==> config.mk <==
export PLATFORM = sky130hd
export DESIGN_NAME = regfile_ctx_seq_flat
export DESIGN_NICKNAME = d
export VERILOG_FILES = /design/src/rtl/regfile_ctx_seq_if.sv /design/src/rtl/regfile_ctx_seq.sv /design/src/flat_wrapper.sv
export SDC_FILE = /design/constraint.sdc
export NUM_CORES = 1
export LEC_CHECK = 0
export ABC_AREA = 0
export CAP_MARGIN = 25
export CORE_ASPECT_RATIO = 0.9
export CORE_UTILIZATION = 30
export CTS_BUF_LIST = sky130_fd_sc_hd__clkbuf_2 sky130_fd_sc_hd__clkbuf_4 sky130_fd_sc_hd__clkbuf_8
export DETAILED_ROUTE_END_ITERATION = 8
export GPL_TIMING_DRIVEN = 0
export PLACE_DENSITY = 0.73
export SLEW_MARGIN = 20
export SYNTH_ARGS = -nofsm -noshare
export SYNTH_HDL_FRONTEND = slang
export SYNTH_SLANG_ARGS = --single-unit
==> constraint.sdc <==
create_clock -name clk -period 3.8 [get_ports clk]
set_clock_uncertainty 0.1 [all_clocks]
set_input_delay 0.57 -clock clk [delete_from_list [all_inputs] [get_ports clk]]
set_output_delay 0.57 -clock clk [all_outputs]
set_load 0.01 [all_outputs]
==> src/rtl/regfile_ctx_seq_if.sv <==
// Save/restore stream bundle between the context sequencer and its peer.
// Both directions transfer a word on a rising clk edge where valid && ready are both high.
// A producer holds valid and data stable until that edge, and never waits on ready to raise valid.
interface regfile_ctx_seq_if #(
    parameter int DataWidth = 16
) ();
    logic                 outValid;
    logic                 outReady;
    logic [DataWidth-1:0] outData;
    logic                 inValid;
    logic                 inReady;
    logic [DataWidth-1:0] inData;

    modport master (
        output outValid, outData, inReady,
        input  outReady, inValid, inData
    );

    modport slave (
        input  outValid, outData, inReady,
        output outReady, inValid, inData
    );
endinterface

==> src/rtl/regfile_ctx_seq.sv <==
// Context save/restore sequencer and register file write-port owner.
// Optional macro REGCTX_SKIP_R0_EN: r0 is hardwired zero and is skipped by save/restore and core writes.
module regfile_ctx_seq #(
    parameter int DataWidth  = 16,
    parameter int NumRegs    = 16,
    parameter int IndexWidth = $clog2(NumRegs)
) (
    input  logic                  clk,
    input  logic                  rstN,
    input  logic                  saveReq,
    input  logic                  restoreReq,
    output logic                  busy,
    output logic                  done,
    input  logic                  coreWriteEn,
    input  logic [IndexWidth-1:0] coreWriteAddr,
    input  logic [DataWidth-1:0]  coreWriteData,
    output logic [IndexWidth-1:0] rfReadAddr,
    input  logic [DataWidth-1:0]  rfReadData,
    output logic                  rfWriteEn,
    output logic [IndexWidth-1:0] rfWriteAddr,
    output logic [DataWidth-1:0]  rfWriteData,
    regfile_ctx_seq_if.master     strm,
    output logic [2:0]            dbgState
);

    typedef enum logic [2:0] {
        S_IDLE       = 3'd0,
        S_SAVE       = 3'd1,
        S_SAVE_DRAIN = 3'd2,
        S_RESTORE    = 3'd3,
        S_DONE       = 3'd4
    } state_t;

`ifdef REGCTX_SKIP_R0_EN
    localparam logic [IndexWidth-1:0] FirstIdx = IndexWidth'(1);
`else
    localparam logic [IndexWidth-1:0] FirstIdx = '0;
`endif
    localparam logic [IndexWidth-1:0] LastIdx = IndexWidth'(NumRegs - 1);

    state_t                state_q, state_d;
    logic [IndexWidth-1:0] idx_q, idx_d;
    logic                  out_valid_q, out_valid_d;
    logic [DataWidth-1:0]  out_data_q, out_data_d;
    logic                  core_wr_ok;

`ifdef REGCTX_SKIP_R0_EN
    assign core_wr_ok = coreWriteEn && (coreWriteAddr != '0);
`else
    assign core_wr_ok = coreWriteEn;
`endif

    always_ff @(posedge clk or negedge rstN) begin
        if (!rstN) begin
            state_q     <= S_IDLE;
            idx_q       <= '0;
            out_valid_q <= 1'b0;
            out_data_q  <= '0;
        end else begin
            state_q     <= state_d;
            idx_q       <= idx_d;
            out_valid_q <= out_valid_d;
            out_data_q  <= out_data_d;
        end
    end

    always_comb begin
        state_d      = state_q;
        idx_d        = idx_q;
        out_valid_d  = out_valid_q;
        out_data_d   = out_data_q;
        rfReadAddr   = idx_q;
        rfWriteEn    = 1'b0;
        rfWriteAddr  = coreWriteAddr;
        rfWriteData  = coreWriteData;
        strm.inReady = 1'b0;
        busy         = (state_q != S_IDLE);
        done         = (state_q == S_DONE);

        unique case (state_q)
            S_IDLE: begin
                rfWriteEn = core_wr_ok;
                if (saveReq) begin
                    state_d = S_SAVE;
                    idx_d   = FirstIdx;
                end else if (restoreReq) begin
                    state_d = S_RESTORE;
                    idx_d   = FirstIdx;
                end
            end
            S_SAVE: begin
                // Output register refills whenever it is empty or being drained this cycle.
                if (!out_valid_q || strm.outReady) begin
                    out_data_d  = rfReadData;
                    out_valid_d = 1'b1;
                    if (idx_q == LastIdx) begin
                        state_d = S_SAVE_DRAIN;
                    end else begin
                        idx_d = idx_q + 1'b1;
                    end
                end
            end
            S_SAVE_DRAIN: begin
                if (strm.outReady) begin
                    out_valid_d = 1'b0;
                    state_d     = S_DONE;
                end
            end
            S_RESTORE: begin
                strm.inReady = 1'b1;
                rfWriteAddr  = idx_q;
                rfWriteData  = strm.inData;
                if (strm.inValid) begin
                    rfWriteEn = 1'b1;
                    if (idx_q == LastIdx) begin
                        state_d = S_DONE;
                    end else begin
                        idx_d = idx_q + 1'b1;
                    end
                end
            end
            S_DONE: begin
                idx_d   = '0;
                state_d = S_IDLE;
            end
            default: begin
                state_d = S_IDLE;
                idx_d   = '0;
            end
        endcase
    end

    assign strm.outValid = out_valid_q;
    assign strm.outData  = out_data_q;
    assign dbgState      = state_q;

endmodule
==> src/flat_wrapper.sv <==
// flat-port wrapper written by rule: the top's interface ports become plain ports
module regfile_ctx_seq_flat 
#(
    parameter int DataWidth  = 16,
    parameter int NumRegs    = 16,
    parameter int IndexWidth = $clog2(NumRegs)
)
  (clk, rstN, saveReq, restoreReq, busy, done, coreWriteEn, coreWriteAddr, coreWriteData, rfReadAddr, rfReadData, rfWriteEn, rfWriteAddr, rfWriteData, dbgState, strm_outValid, strm_outData, strm_inReady, strm_outReady, strm_inValid, strm_inData);
  regfile_ctx_seq_if #(.DataWidth(DataWidth)) strm_i ();
  input  logic clk;
  input  logic rstN;
  input  logic saveReq;
  input  logic restoreReq;
  output logic busy;
  output logic done;
  input  logic coreWriteEn;
  input  logic [IndexWidth-1:0] coreWriteAddr;
  input  logic [DataWidth-1:0] coreWriteData;
  output logic [IndexWidth-1:0] rfReadAddr;
  input  logic [DataWidth-1:0] rfReadData;
  output logic rfWriteEn;
  output logic [IndexWidth-1:0] rfWriteAddr;
  output logic [DataWidth-1:0] rfWriteData;
  output logic [2:0] dbgState;
  output wire logic [$bits(strm_i.outValid)-1:0] strm_outValid;
  output wire logic [$bits(strm_i.outData)-1:0] strm_outData;
  output wire logic [$bits(strm_i.inReady)-1:0] strm_inReady;
  input wire logic [$bits(strm_i.outReady)-1:0] strm_outReady;
  input wire logic [$bits(strm_i.inValid)-1:0] strm_inValid;
  input wire logic [$bits(strm_i.inData)-1:0] strm_inData;
  assign strm_outValid = strm_i.outValid;
  assign strm_outData = strm_i.outData;
  assign strm_inReady = strm_i.inReady;
  assign strm_i.outReady = strm_outReady;
  assign strm_i.inValid = strm_inValid;
  assign strm_i.inData = strm_inData;
  regfile_ctx_seq #(.DataWidth(DataWidth), .NumRegs(NumRegs), .IndexWidth(IndexWidth)) u_core (.clk(clk), .rstN(rstN), .saveReq(saveReq), .restoreReq(restoreReq), .busy(busy), .done(done), .coreWriteEn(coreWriteEn), .coreWriteAddr(coreWriteAddr), .coreWriteData(coreWriteData), .rfReadAddr(rfReadAddr), .rfReadData(rfReadData), .rfWriteEn(rfWriteEn), .rfWriteAddr(rfWriteAddr), .rfWriteData(rfWriteData), .strm(strm_i), .dbgState(dbgState));
endmodule
==> out/metrics.cfg, run 1 <==
[drt]
ant_nets = 0
via_count = 1307
first_pass_iters = 4
wl_per_cell_microns = 13.9
route.detailed.drc = 0
drt_wl_total_mm = 4.07
via_per_inst = 4.48
drt-initial-drc-count = 49

[floorplan]
dieArea_sq_um = 5010
die_w_microns = 74.5
fp.dieH_microns = 67.2
start_util = 0.316
io_pins = 107
core.rowCount = 23
coreArea_sq_um = 4490

[setup_path]
critical_path.max_stage_delay_ns = 0.50
slowest_stage = clkdlybuf4s50_1
crit_fanout = 10
cp.arrival_ns = 2.34
cp_num_buf_inv = 3
crit_required_ns = 3.13
crit_type = register to output port
cp-start-kind = register
critPathCaptureType = output port
path_delay_family = buffers and inverters
crit_chain = buf_6 > and2b_1 > nand2_1 > buf_2 > mux2_2 > clkdlybuf4s50_1

[synthesis]
ys.flop_type = dfrtp_1
synth.avg_cell_area_sq_um = 11.8
synthArstFlopShare = 1.00
synth-edff-count = 0
syn_area_sq_um = 1420
yosysUniqueCellTypes = 32
yosysWarnings = 0
ys_seq_area_frac = 0.423
netlist_instances = 120
synth-seq-cells = 24
synth_fp_nets = 180

[cells_and_area]
diodes = 0
fin_nets = 292
drive_above_1_share = 0.209
n_fill_cell = 431
utilization = 0.581
mostFrequentLayoutCells = clkdlybuf4s50_1 (106), mux2_2 (26), dfrtp_1 (24)
area_growth_syn_to_layout_pct = 84.0
layout_commonest_cell = clkdlybuf4s50_1

[global_route]
grt_start_max_net_pins = 16
grt_usage = 0.161
grt_pass1_wl_mm = 6.20
antenna_found_initial = 0
gr-total-overflow = 0
grt_pass1_vias = 1183

[clock_tree]
cts_made_buffers = 3
cts-root-buf = clkbuf_8
postCtsResizedCells = 0
cts_hold_buffers = 0
htreeDepth = 1
cts_tree = done
worstSkewPairLatency_ns = 0.26
clockBufferDepth = 2
cts.clk_slew.worst_paths_ns = 0.08
cts.sink_count = 24
post_cts_buffers = 0

[timing]
hold_violations = 0
clock.fmax_mhz = 332
grt_setup_unrepaired = false
setup_violations = 0
fin_setup_tns_ns = 0
period_minus_slack_ns = 3.01
finalMaxSlewViolations = 0
relSlewSlack = 0.538
tightest_slew_ns = 0.691
period_share = 0.793

[placed_design]
port_buffers = 106
place_hpwl_mm = 3.34
place_congestion = 0.829

[flow_run]
cap_viol_max_count = 0

[pwr]
seqPwrFrac = 0.257
p_sw_uw = 641
vdd_drop_max_mv = 0.369
switching_share = 0.347
p_int_mw = 1.20
power_density_nw_per_um2 = 707
p_clk_frac = 0.078
p_leak_nw = 1.09
p_comb_frac = 0.665

[worst_hold_path]
hold_path.class = register to register

[outcome]
status = complete, no violations

cells in the mapped netlist (2+ instances only):
| master | number | share of area |
|---|---|---|
| mux2_4 | 10 | 0.11 |
| nor2b_1 | 2 | 0.0088 |
| inv_1 | 7 | 0.019 |
| a41oi_1 | 2 | 0.012 |
| nor2_1 | 3 | 0.0079 |
| nand2_1 | 8 | 0.021 |
| nand3_1 | 4 | 0.014 |
| dfrtp_1 | 24 | 0.42 |
| buf_6 | 2 | 0.016 |
| mux2_2 | 26 | 0.21 |
| o21ai_0 | 3 | 0.011 |
| nor3_1 | 3 | 0.011 |
| a21oi_1 | 4 | 0.014 |
| buf_2 | 3 | 0.011 |
| and2b_1 | 2 | 0.011 |
cell families (layout without fill, tap and decap cells):
logic type / after synthesis / in the layout / synth area share
AOI/OAI and AO/OA: 16 / 16 / 0.0811
adders and majority gates: 1 / 1 / 0.00882
buffers and inverters: 14 / 124 / 0.0617
DFF: 24 / 24 / 0.423
muxes: 37 / 37 / 0.319
and+or+nand+nor: 28 / 28 / 0.106
metrics by stage:
stage | hold slack (ns) | cells | power, mW | worst slack [ns] | instance area, sq um
after global placement | 0.389 | 288 | 1.70 | 1.07 | 2560
final | 0.407 | 292 | 1.84 | 0.787 | 2610
after detailed placement | 0.392 | 289 | 1.71 | 1.08 | 2570
after floorplan | 0.174 | 120 | 1.12 | 1.67 | 1420
after global routing | 0.423 | 292 | 1.98 | 0.654 | 2610
after CTS | 0.411 | 292 | 1.87 | 0.777 | 2610
worst reg2reg max path, stage by stage (launching register included):
cell and delay, ns:
dfrtp_1 0.48, clkbuf_1 0.35, nand3b_1 0.14, a31oi_2 0.33
mux2_2 0.37
routing by layer:
metal / part of all wire / up-vias / GRT usage / routed length (microns)
met5: 0 / - / 0 / 0
met4: 0.0032 / 0 / 0.0142 / 13
met3: 0.039 / 2 / 0.0313 / 158
met2: 0.46 / 32 / 0.220 / 1880
met1: 0.50 / 621 / 0.264 / 2020
li1: - / 652 / - / -
flip-flops by register name (all words and copies together), names as in the netlist:
register / count
u_core.strm.outValid: 1
u_core.strm.outData: 16
u_core.dbgState: 3
u_core.rfReadAddr: 4
final timing paths:
path / cells after the start / endpoint / slack, ns / from
max: 6 / rfWriteData[6] / 0.79 / u_core.dbgState[2]$_DFFE_PN0P_
min: 1 / u_core.strm.outData[9]$_DFFE_PN0P_ / 0.41 / u_core.strm.outData[9]$_DFFE_PN0P_
max reg2reg: 4 / u_core.rfReadAddr[0]$_DFFE_PN0P_ / 1.91 / u_core.dbgState[0]$_DFFE_PN0P_
min reg2reg: 1 / u_core.strm.outData[9]$_DFFE_PN0P_ / 0.41 / u_core.strm.outData[9]$_DFFE_PN0P_
max in group asynchronous: 2 / u_core.strm.outData[13]$_DFFE_PN0P_ / 2.45 / rstN
min in group asynchronous: 1 / u_core.strm.outData[7]$_DFFE_PN0P_ / 0.62 / rstN
area by class of cell:
class	instances	area, sq um	share of cell area
timing repair buffer	107	1070	0.411
multi-input combinational	82	731	0.280
sequential	24	601	0.230
tap	62	77.6	0.0297
buffer	7	61.3	0.0235
clock buffer	3	41.3	0.0158
inverter	7	26.3	0.0101
power groups by stage:
stage          sequential, mW  clock, mW  combinational [mW]
2_1_floorplan           0.526          0               0.598
3_3_place_gp            0.478          0                1.22
3_5_place_dp            0.480          0                1.23
4_1_cts                 0.476      0.151                1.24
5_1_grt                 0.494      0.159                1.32
6_report                0.474      0.144                1.23
Note: power is estimated with default switching activity, not from simulation.
==> run 2, diff against run 1 <==
- clock period: 3.8 -> 3.12 ns (I/O delays scaled with it)
==> results of run 2 <==
The final DEF is identical to that of run 1. Status: complete, no violations.
Among the figures that moved: setup slack after placement 1.08 ns -> 0.505 ns; setup slack after layout 0.787 ns -> 0.209 ns; register-to-register setup slack 1.91 ns -> 1.23 ns; total power 1.84 mW -> 2.25 mW; worst IR drop on VDD 0.369 mV -> 0.450 mV
